### src/rtl/mem_pkg.sv
// Shared encodings, FSM state type and request record for the data-memory stage.
// Latency: none (declarations only).
// Backpressure: none (declarations only).
package mem_pkg;

    localparam logic [1:0] SZ_BYTE = 2'b00;
    localparam logic [1:0] SZ_HALF = 2'b01;
    localparam logic [1:0] SZ_WORD = 2'b10;
    localparam logic [1:0] SZ_RSVD = 2'b11;

    localparam logic RW_READ  = 1'b1;
    localparam logic RW_WRITE = 1'b0;

    typedef enum logic [1:0] {
        ST_IDLE   = 2'd0,
        ST_ACCESS = 2'd1,
        ST_DONE   = 2'd2
    } state_t;

    // Request fields captured at acceptance (the address is held separately
    // because its width is a module parameter).
    typedef struct packed {
        logic        rw;
        logic [1:0]  size;
        logic        sign_ext;
        logic [31:0] data;
    } req_t;

    // Reserved size behaves as a word access.
    function automatic logic is_misaligned(input logic [1:0] size, input logic [1:0] offset);
        if (size == SZ_WORD || size == SZ_RSVD) begin
            return offset != 2'b00;
        end
        return (size == SZ_HALF) ? offset[0] : 1'b0;
    endfunction

endpackage

### src/rtl/mem_moc_unit_if.sv
// MFA/MOC request/response bundle between control/datapath and the memory stage.
// Latency: none (wires only).
// Backpressure: master holds mfa until moc is seen, then drops it to release the slave.
// Ports: mfa/rw/size/sign_ext/addr/data_in from master; data_out/moc/busy/err from slave.
interface mem_moc_unit_if #(
    parameter int ADDR_W = 9
);
    logic              mfa;
    logic              rw;
    logic [1:0]        size;
    logic              sign_ext;
    logic [ADDR_W-1:0] addr;
    logic [31:0]       data_in;
    logic [31:0]       data_out;
    logic              moc;
    logic              busy;
    logic              err;

    modport master (
        output mfa, rw, size, sign_ext, addr, data_in,
        input  data_out, moc, busy, err
    );

    modport slave (
        input  mfa, rw, size, sign_ext, addr, data_in,
        output data_out, moc, busy, err
    );
endinterface

### src/rtl/mem_lane_align.sv
// Big-endian lane steering: read extraction/extension and write byte-enable generation.
// Latency: purely combinational.
// Backpressure: none.
// Ports: rd_lanes (lane 0 = byte at aligned base = word MSB), offset, size, sign_ext,
//        wr_data in; rd_data, wr_be, wr_lanes, misalign out.
module mem_lane_align
    import mem_pkg::*;
(
    input  logic [3:0][7:0] rd_lanes,
    input  logic [1:0]      offset,
    input  logic [1:0]      size,
    input  logic            sign_ext,
    input  logic [31:0]     wr_data,
    output logic [31:0]     rd_data,
    output logic [3:0]      wr_be,
    output logic [3:0][7:0] wr_lanes,
    output logic            misalign
);

    logic [7:0]  sel_b;
    logic [15:0] sel_h;

    always_comb begin
        rd_data  = '0;
        wr_be    = '0;
        wr_lanes = '0;
        sel_b    = rd_lanes[offset];
        sel_h    = offset[1] ? {rd_lanes[2], rd_lanes[3]} : {rd_lanes[0], rd_lanes[1]};
        misalign = is_misaligned(size, offset);

        case (size)
            SZ_BYTE: begin
                rd_data        = {{24{sign_ext & sel_b[7]}}, sel_b};
                wr_be[offset]  = 1'b1;
                wr_lanes       = {4{wr_data[7:0]}};
            end
            SZ_HALF: begin
                rd_data  = {{16{sign_ext & sel_h[15]}}, sel_h};
                wr_be    = offset[1] ? 4'b1100 : 4'b0011;
                // MSB byte goes to the lower-numbered (lower-address) lane.
                wr_lanes = {2{wr_data[7:0], wr_data[15:8]}};
            end
            default: begin
                rd_data  = {rd_lanes[0], rd_lanes[1], rd_lanes[2], rd_lanes[3]};
                wr_be    = 4'b1111;
                wr_lanes = {wr_data[7:0], wr_data[15:8], wr_data[23:16], wr_data[31:24]};
            end
        endcase

        // A misaligned access must leave memory untouched.
        if (misalign) begin
            wr_be = '0;
        end
    end

endmodule

### src/rtl/mem_moc_unit.sv
// Data-memory stage: byte/half/word big-endian RAM access with MFA/MOC completion.
// Latency: moc rises LATENCY edges after the accepting edge; held until mfa drops.
// Backpressure: requests accepted only in IDLE; busy is high in ACCESS and DONE.
// Ports: clk, reset (sync, active-high), bus (slave side of mem_moc_unit_if).
module mem_moc_unit
    import mem_pkg::*;
#(
    parameter int ADDR_W  = 9,
    parameter int LATENCY = 2
) (
    input  logic           clk,
    input  logic           reset,
    mem_moc_unit_if.slave  bus
);

    localparam logic [3:0] CNT_LOAD = 4'(LATENCY - 1);

    state_t            state_q, state_d;
    logic [3:0]        cnt_q, cnt_d;
    req_t              req_q, req_d;
    logic [ADDR_W-1:0] addr_q, addr_d;
    logic              moc_q, moc_d;
    logic              err_q, err_d;
    logic [31:0]       dout_q, dout_d;

    logic [7:0]        mem_q [0:(1<<ADDR_W)-1];

    logic [3:0][7:0]   rd_lanes;
    logic [3:0][7:0]   wr_lanes;
    logic [3:0]        wr_be;
    logic [31:0]       rd_data;
    logic              misalign;
    logic              complete;

    // All four bytes of the aligned word containing the latched address.
    always_comb begin
        rd_lanes = '0;
        for (int k = 0; k < 4; k++) begin
            rd_lanes[k] = mem_q[{addr_q[ADDR_W-1:2], 2'(k)}];
        end
    end

    mem_lane_align u_lane_align (
        .rd_lanes (rd_lanes),
        .offset   (addr_q[1:0]),
        .size     (req_q.size),
        .sign_ext (req_q.sign_ext),
        .wr_data  (req_q.data),
        .rd_data  (rd_data),
        .wr_be    (wr_be),
        .wr_lanes (wr_lanes),
        .misalign (misalign)
    );

    always_comb begin
        state_d  = state_q;
        cnt_d    = cnt_q;
        req_d    = req_q;
        addr_d   = addr_q;
        moc_d    = moc_q;
        err_d    = err_q;
        dout_d   = dout_q;
        complete = 1'b0;

        case (state_q)
            ST_IDLE: begin
                if (bus.mfa) begin
                    req_d   = '{rw: bus.rw, size: bus.size, sign_ext: bus.sign_ext, data: bus.data_in};
                    addr_d  = bus.addr;
                    cnt_d   = CNT_LOAD;
                    state_d = ST_ACCESS;
                end
            end
            ST_ACCESS: begin
                if (cnt_q != 4'd0) begin
                    cnt_d = cnt_q - 4'd1;
                end else begin
                    complete = 1'b1;
                    moc_d    = 1'b1;
                    err_d    = misalign;
                    if (req_q.rw == RW_READ && !misalign) begin
                        dout_d = rd_data;
                    end
                    state_d = ST_DONE;
                end
            end
            ST_DONE: begin
                // Waiting here for mfa to drop stops a held strobe re-triggering.
                if (!bus.mfa) begin
                    moc_d   = 1'b0;
                    err_d   = 1'b0;
                    state_d = ST_IDLE;
                end
            end
            default: begin
                state_d = ST_IDLE;
            end
        endcase
    end

    always_ff @(posedge clk) begin
        if (reset) begin
            state_q <= ST_IDLE;
            cnt_q   <= '0;
            req_q   <= '0;
            addr_q  <= '0;
            moc_q   <= 1'b0;
            err_q   <= 1'b0;
            dout_q  <= '0;
        end else begin
            state_q <= state_d;
            cnt_q   <= cnt_d;
            req_q   <= req_d;
            addr_q  <= addr_d;
            moc_q   <= moc_d;
            err_q   <= err_d;
            dout_q  <= dout_d;
        end
    end

    // RAM is not reset; a reset on the completing edge abandons the write.
    always_ff @(posedge clk) begin
        if (!reset && complete && req_q.rw == RW_WRITE) begin
            for (int k = 0; k < 4; k++) begin
                if (wr_be[k]) begin
                    mem_q[{addr_q[ADDR_W-1:2], 2'(k)}] <= wr_lanes[k];
                end
            end
        end
    end

    assign bus.data_out = dout_q;
    assign bus.moc      = moc_q;
    assign bus.err      = err_q;
    assign bus.busy     = (state_q != ST_IDLE);

endmodule

### src/flat_wrapper.sv
// flat-port wrapper written by rule: the top's interface ports become plain ports
module mem_moc_unit_flat import mem_pkg::*;
#(
    parameter int ADDR_W  = 9,
    parameter int LATENCY = 2
)
  (clk, reset, bus_mfa, bus_rw, bus_size, bus_sign_ext, bus_addr, bus_data_in, bus_data_out, bus_moc, bus_busy, bus_err);
  mem_moc_unit_if #(.ADDR_W(ADDR_W)) bus_i ();
  input  logic clk;
  input  logic reset;
  input wire logic [$bits(bus_i.mfa)-1:0] bus_mfa;
  input wire logic [$bits(bus_i.rw)-1:0] bus_rw;
  input wire logic [$bits(bus_i.size)-1:0] bus_size;
  input wire logic [$bits(bus_i.sign_ext)-1:0] bus_sign_ext;
  input wire logic [$bits(bus_i.addr)-1:0] bus_addr;
  input wire logic [$bits(bus_i.data_in)-1:0] bus_data_in;
  output wire logic [$bits(bus_i.data_out)-1:0] bus_data_out;
  output wire logic [$bits(bus_i.moc)-1:0] bus_moc;
  output wire logic [$bits(bus_i.busy)-1:0] bus_busy;
  output wire logic [$bits(bus_i.err)-1:0] bus_err;
  assign bus_i.mfa = bus_mfa;
  assign bus_i.rw = bus_rw;
  assign bus_i.size = bus_size;
  assign bus_i.sign_ext = bus_sign_ext;
  assign bus_i.addr = bus_addr;
  assign bus_i.data_in = bus_data_in;
  assign bus_data_out = bus_i.data_out;
  assign bus_moc = bus_i.moc;
  assign bus_busy = bus_i.busy;
  assign bus_err = bus_i.err;
  mem_moc_unit #(.ADDR_W(ADDR_W), .LATENCY(LATENCY)) u_core (.clk(clk), .reset(reset), .bus(bus_i));
endmodule
### config.mk
export PLATFORM = sky130hd
export DESIGN_NAME = mem_moc_unit_flat
export DESIGN_NICKNAME = d
export VERILOG_FILES = /design/src/rtl/mem_pkg.sv /design/src/rtl/mem_moc_unit_if.sv /design/src/rtl/mem_lane_align.sv /design/src/rtl/mem_moc_unit.sv /design/src/flat_wrapper.sv
export SDC_FILE = /design/constraint.sdc
export NUM_CORES = 2
export LEC_CHECK = 0
export BUFFER_PORTS_ARGS = -buffer_cell sky130_fd_sc_hd__buf_2
export CELL_PAD_IN_SITES_DETAIL_PLACEMENT = 1
export CELL_PAD_IN_SITES_GLOBAL_PLACEMENT = 1
export CORE_MARGIN = 3
export CORE_UTILIZATION = 39
export DETAILED_ROUTE_END_ITERATION = 10
export GPL_ROUTABILITY_DRIVEN = 1
export PLACE_DENSITY = 0.62
export SETUP_SLACK_MARGIN = 0.15
export SKIP_LAST_GASP = 1
export SLEW_MARGIN = 20
export SYNTH_ARGS = -nofsm -noshare
export SYNTH_HDL_FRONTEND = slang
export SYNTH_SLANG_ARGS = --single-unit
### constraint.sdc
create_clock -name clk -period 8.3 [get_ports clk]
set_clock_uncertainty 0.05 [all_clocks]
set_input_delay 1.66 -clock clk [delete_from_list [all_inputs] [get_ports clk]]
set_output_delay 1.66 -clock clk [all_outputs]
set_load 0.05 [all_outputs]
After elaboration in Yosys (flattened, before gate mapping) --
Memory sizes are Yosys's and may differ from the RTL's. A register that Yosys moved wholly into a read port is not among the register bits. Cells that the tools add are included.
Operators by class: $mul 0, $lt $le $gt $ge 2, mux-type cells 48, reductions and logical operators 19, bitwise gates (word level) 4, divide/modulo/power cells 0, shifts and indexed selects 0, add/subtract/negate cells 1, equality and inequality tests 9
Operators with widths (number):
- $mux W9 | 8
- $pmux W32 S2 | 1
- $pmux W24 S2 | 1
- $mux W1 | 22
- $bmux W8 S2 | 1
- $mux W16 | 1
- $mux W4 | 4
- $pmux W4 S2 | 2
- $reduce_and A3 Y1 | 4
- $mux W8 | 1
- $reduce_bool A2 Y1 | 4
- $eq A2 B2 Y1 const B | 3
- $mux W2 | 3
- $ne A2 B2 Y1 const B | 3
- $pmux W2 S3 | 1
- $eq A2 B1 Y1 const B | 2
- $logic_and A1 B1 Y1 | 4
- $logic_not A2 Y1 | 2
- $pmux W1 S2 | 2
- $reduce_bool A4 Y1 | 1
- $sub A4 B1 Y4 const B | 1
- $lt A2 B3 Y1 const B | 1
- $and A1 B1 Y1 | 2
- $demux W1 S2 | 1
- 6 further kinds | 8
Word-level totals: memories kept 1, bits in read-only memories 0, memory bits (writable) 4096, word-level logic and storage cells 94, output and inout bits 35, register bits after elaboration 85, latch bits 0, bits of input ports 48
Memory list:
- u_core.mem_q | words 512, bits a word 8, rd ports 4, clocked after memory_dff 4, wr ports 4, RTL line mem_moc_unit.sv:26 | logic [7:0] mem_q [0:(1<<ADDR_W)-1];

Logic depth before layout (Yosys ltp) --
depth in word-level cells 9, mapped depth 16, mapped depth without buffers 10

Modules after synthesis --
From an unflattened synthesis, not the netlist that was laid out.
Unflattened totals: cell total of the unflattened synthesis 7076, area, all modules 161989.1 um2
Modules (own cells, without submodules):
- mem_moc_unit | area an instance 160846.8 um2, cells an instance 6908, instances 1, seq. area each 124839.7 um2
- mem_lane_align | area an instance 1142.3 um2, cells an instance 168, instances 1, seq. area each 0.0 um2

Least setup slack after synthesis --
No wires, ideal clock.
path kind register -> register, start point register u_core.req_q[0] (netlist bit), end point memory u_core.mem_q[0][0], data pin, path slack -78 ps, arrival time 7127 ps, data required time 7049 ps, cell stages (with the launch flop) 3, period minus slack after synthesis 8378 ps, library setup time 1201 ps, buffers on the path 0, cells stage by stage dfxtp_1 -> mux2i_1 -> o21ai_0
RTL lines:
- from (decl) | RTL line mem_moc_unit.sv:20 | req_t req_q, req_d;
- from (signal assigned) | RTL line mem_moc_unit.sv:113 | req_q <= req_d;
- to (decl) | RTL line mem_moc_unit.sv:26

==> run_results.csv <==
group,metric,value,unit
run_status,status,"finished clean",
worst_setup_path,start_kind,"flop",
job,max_cap_violations,0,
yosys,syn_avg_cell_area,22.2,um^2
cts,htree_levels,5,
cts,hold_buffers,0,
detailed_routing,ant_nets,0,
global_route,grt_start_max_net_pins,129,
final_layout,multiInputGateArea,35700,um^2
yosys,synth.most_common_cell,"edfxtp_1",
final_layout,area_delta_synth_final,12.9,%
timing,slew_headroom,11.3,%
yosys,synth_area,162000,um^2
timing,finalWorstSetupSlack,2.91,ns
die,dieArea,424000,um^2
worst_setup_path,critical_path_class,"reg2reg",
placed_design,place_ws,2.82,ns
timing,finalCriticalPeriod,5.39,ns
detailed_routing,first_pass_iters,5,
yosys,synth_cell_types,64,
global_route,antenna_found_initial,62,
timing,grt_setup_unrepaired,"false",
final_layout,fin_nets,7597,
placed_design,io_buffers,82,
detailed_routing,routed_via_density,6.00,
global_route,grt_pass1_wl,691,mm
yosys,syn-num-nets,7348,
yosys,synthTopCellsByArea,"edfxtp_1 76%, mux4_2 17%, nor2_1 1.4%",
cts,cts-buffers-inserted,427,
power,leakagePower,55.1,nW
timing,finalSetupViolCount,0,
cts,postCtsResizedCells,0,
detailed_routing,post-route-drc-count,0,
die,fp.coreArea,414000,um^2
final_layout,register_area,125000,um^2
yosys,synth_edf_count,4096,
timing,tns,0,ns
timing,fin_crit_sh,65.0,%
die,ios,83,
global_route,grt-ovfl-total,0,
worst_setup_path,crit_required,9.07,ns
worst_setup_path,cp-end-kind,"flop",
global_route,grt_pass1_vias,81097,
yosys,netlist_instances,7298,
placed_design,dp_hpwl,323,mm
timing,hold_viol,0,
yosys,synth.largest_area_cell,"edfxtp_1",
final_layout,drive_gt1_share,27.7,%
cts,clockRootBuffer,"clkbuf_16",
die,die_h,651,um
yosys,async_reset_ff_share,0,%
yosys,synth_top_area_share,75.8,%
final_layout,finish.utilization,44.3,%
min_path,hp-class,"reg2reg",
detailed_routing,drt_wl_total,504,mm
detailed_routing,route.vias.total,80561,
power,ir_drop,0.195,mV
yosys,synth_top_flop_cell,"edfxtp_1",
yosys,synth_common_cells,"4,096 x edfxtp_1, 1,228 x mux4_2, 589 x nor2_1",
cts,path_clk_slew,0.06,ns
cts,clock_latency,1.01,ns
detailed_routing,wire_per_inst,37.6,um
cts,cts_tree,"done",
die,num_rows,236,
timing,report.final.slew_viol_count,0,
cts,cts_setup_buffers,0,
yosys,ys_ff_latch,4188,
worst_setup_path,worstPathArrival,6.16,ns
cts,clock_path_buffers,4,
global_route,grt_use_total,23.5,%
die,start_util,39.2,%
die,fp.dieW,651,um
timing,tightest_slew,1.33,ns
cts,clock-sinks,4188,
yosys,yosysSeqAreaShare,76.9,%
yosys,yosysWarnings,0,
timing,max_freq,185,MHz
detailed_routing,drt_iter0_drc,11552,
power,p_per_area,250,nW/um^2
placed_design,place_congestion,0.889,
worst_setup_path,path_max_fanout,96,
final_layout,final.fill_count,37488,
-- routing by layer --
layer | global-route usage (%) | share of wire, % | wire length [um] | vias to the layer above
met2 | 35.7 | 46 | 232000 | 4292
li1 | - | - | - | 31168
met1 | 31.2 | 39 | 195000 | 44083
met5 | 0.113 | 0.028 | 143 | -
met3 | 5.84 | 9.4 | 47300 | 996
met4 | 12.7 | 6.0 | 30200 | 22
-- area by class of cell --
class | count | area share [%]
Sequential cell | 4188 | 68.2
Multi-Input combinational cell | 2671 | 19.5
Clock buffer | 552 | 6.18
Tap cell | 5474 | 3.74
Clock inverter | 218 | 1.26
Timing Repair Buffer | 245 | 1.03
Antenna cell | 58 | 0.0792
Inverter | 14 | 0.0287
-- cell usage in the layout, fill, tap and decap left out, types with 46 or more instances in the layout --
cell          n
clkinv_1     88
buf_4       141
mux2i_1     126
buf_2        81
clkbuf_1    113
dfxtp_1      76
mux4_2     1228
a21oi_1      64
edfxtp_1   4096
diode_2      58
nor2_2       46
clkinv_2     48
clkbuf_16   432
nor2_1      543
o22ai_1      46
nand2_1     276
-- final timing paths --
check | slack [ns] | end | cells past startpoint | from
hold reg to reg | 0.41 | u_core.req_q[31] | 2 | u_core.req_q[31]
setup reg to reg | 2.91 | u_core.bus.data_out[31] | 10 | flop
setup / recovery | 2.91 | u_core.bus.data_out[31] | 10 | flop
hold / removal | 0.41 | u_core.req_q[31] | 2 | u_core.req_q[31]
-- registers in the layout, indices dropped and copies added (netlist names), named ones only --
signal,cells
u_core.mem_q,4096
u_core.req_q,36
u_core.cnt_q,4
u_core.bus.data_out,32
u_core.addr_q,9
u_core.bus.moc,1
u_core.bus.err,1
u_core.state_q,2
-- worst max-delay path, stage by stage, from the launching register on --
cell and delay [ns]:
dfxtp_4 0.80, buf_12 0.39, buf_12 0.56, nor2b_1 0.82
a22oi_1 0.17, a31o_2 0.26, o221a_2 0.31, a32oi_1 0.54
o221ai_2 0.29, o21ai_4 0.48, a211oi_1 0.17
-- stage by stage --
step | power [mW] | area (um^2) | instances | hold WS (ns)
global placement | 27.1 | 169000 | 12591 | 0.399
detailed placement | 27.1 | 169000 | 12591 | 0.405
global route | 46.9 | 183000 | 13370 | 0.433
floorplan | 25.9 | 162000 | 7298 | 0.383
finish | 45.7 | 183000 | 13420 | 0.412
CTS | 46.0 | 183000 | 13361 | 0.413
-- logic make-up after synthesis --
family	Yosys count	synth area share (%)
muxes	1387	18.1
DFF	4188	76.9
and+or+nand+nor	998	2.50
AOI/OAI and AO/OA	280	1.17
buffers and inverters	439	1.30
adders and majority gates	2	0.0154
xor gates and xnor gates	4	0.0216
-- where the power goes --
part	switching, mW	internal [mW]
logic	2.03	1.06
registers	0.112	23.5
clock network	8.22	10.8
total	10.4	35.3
Note: power is estimated with default switching activity, not from simulation.
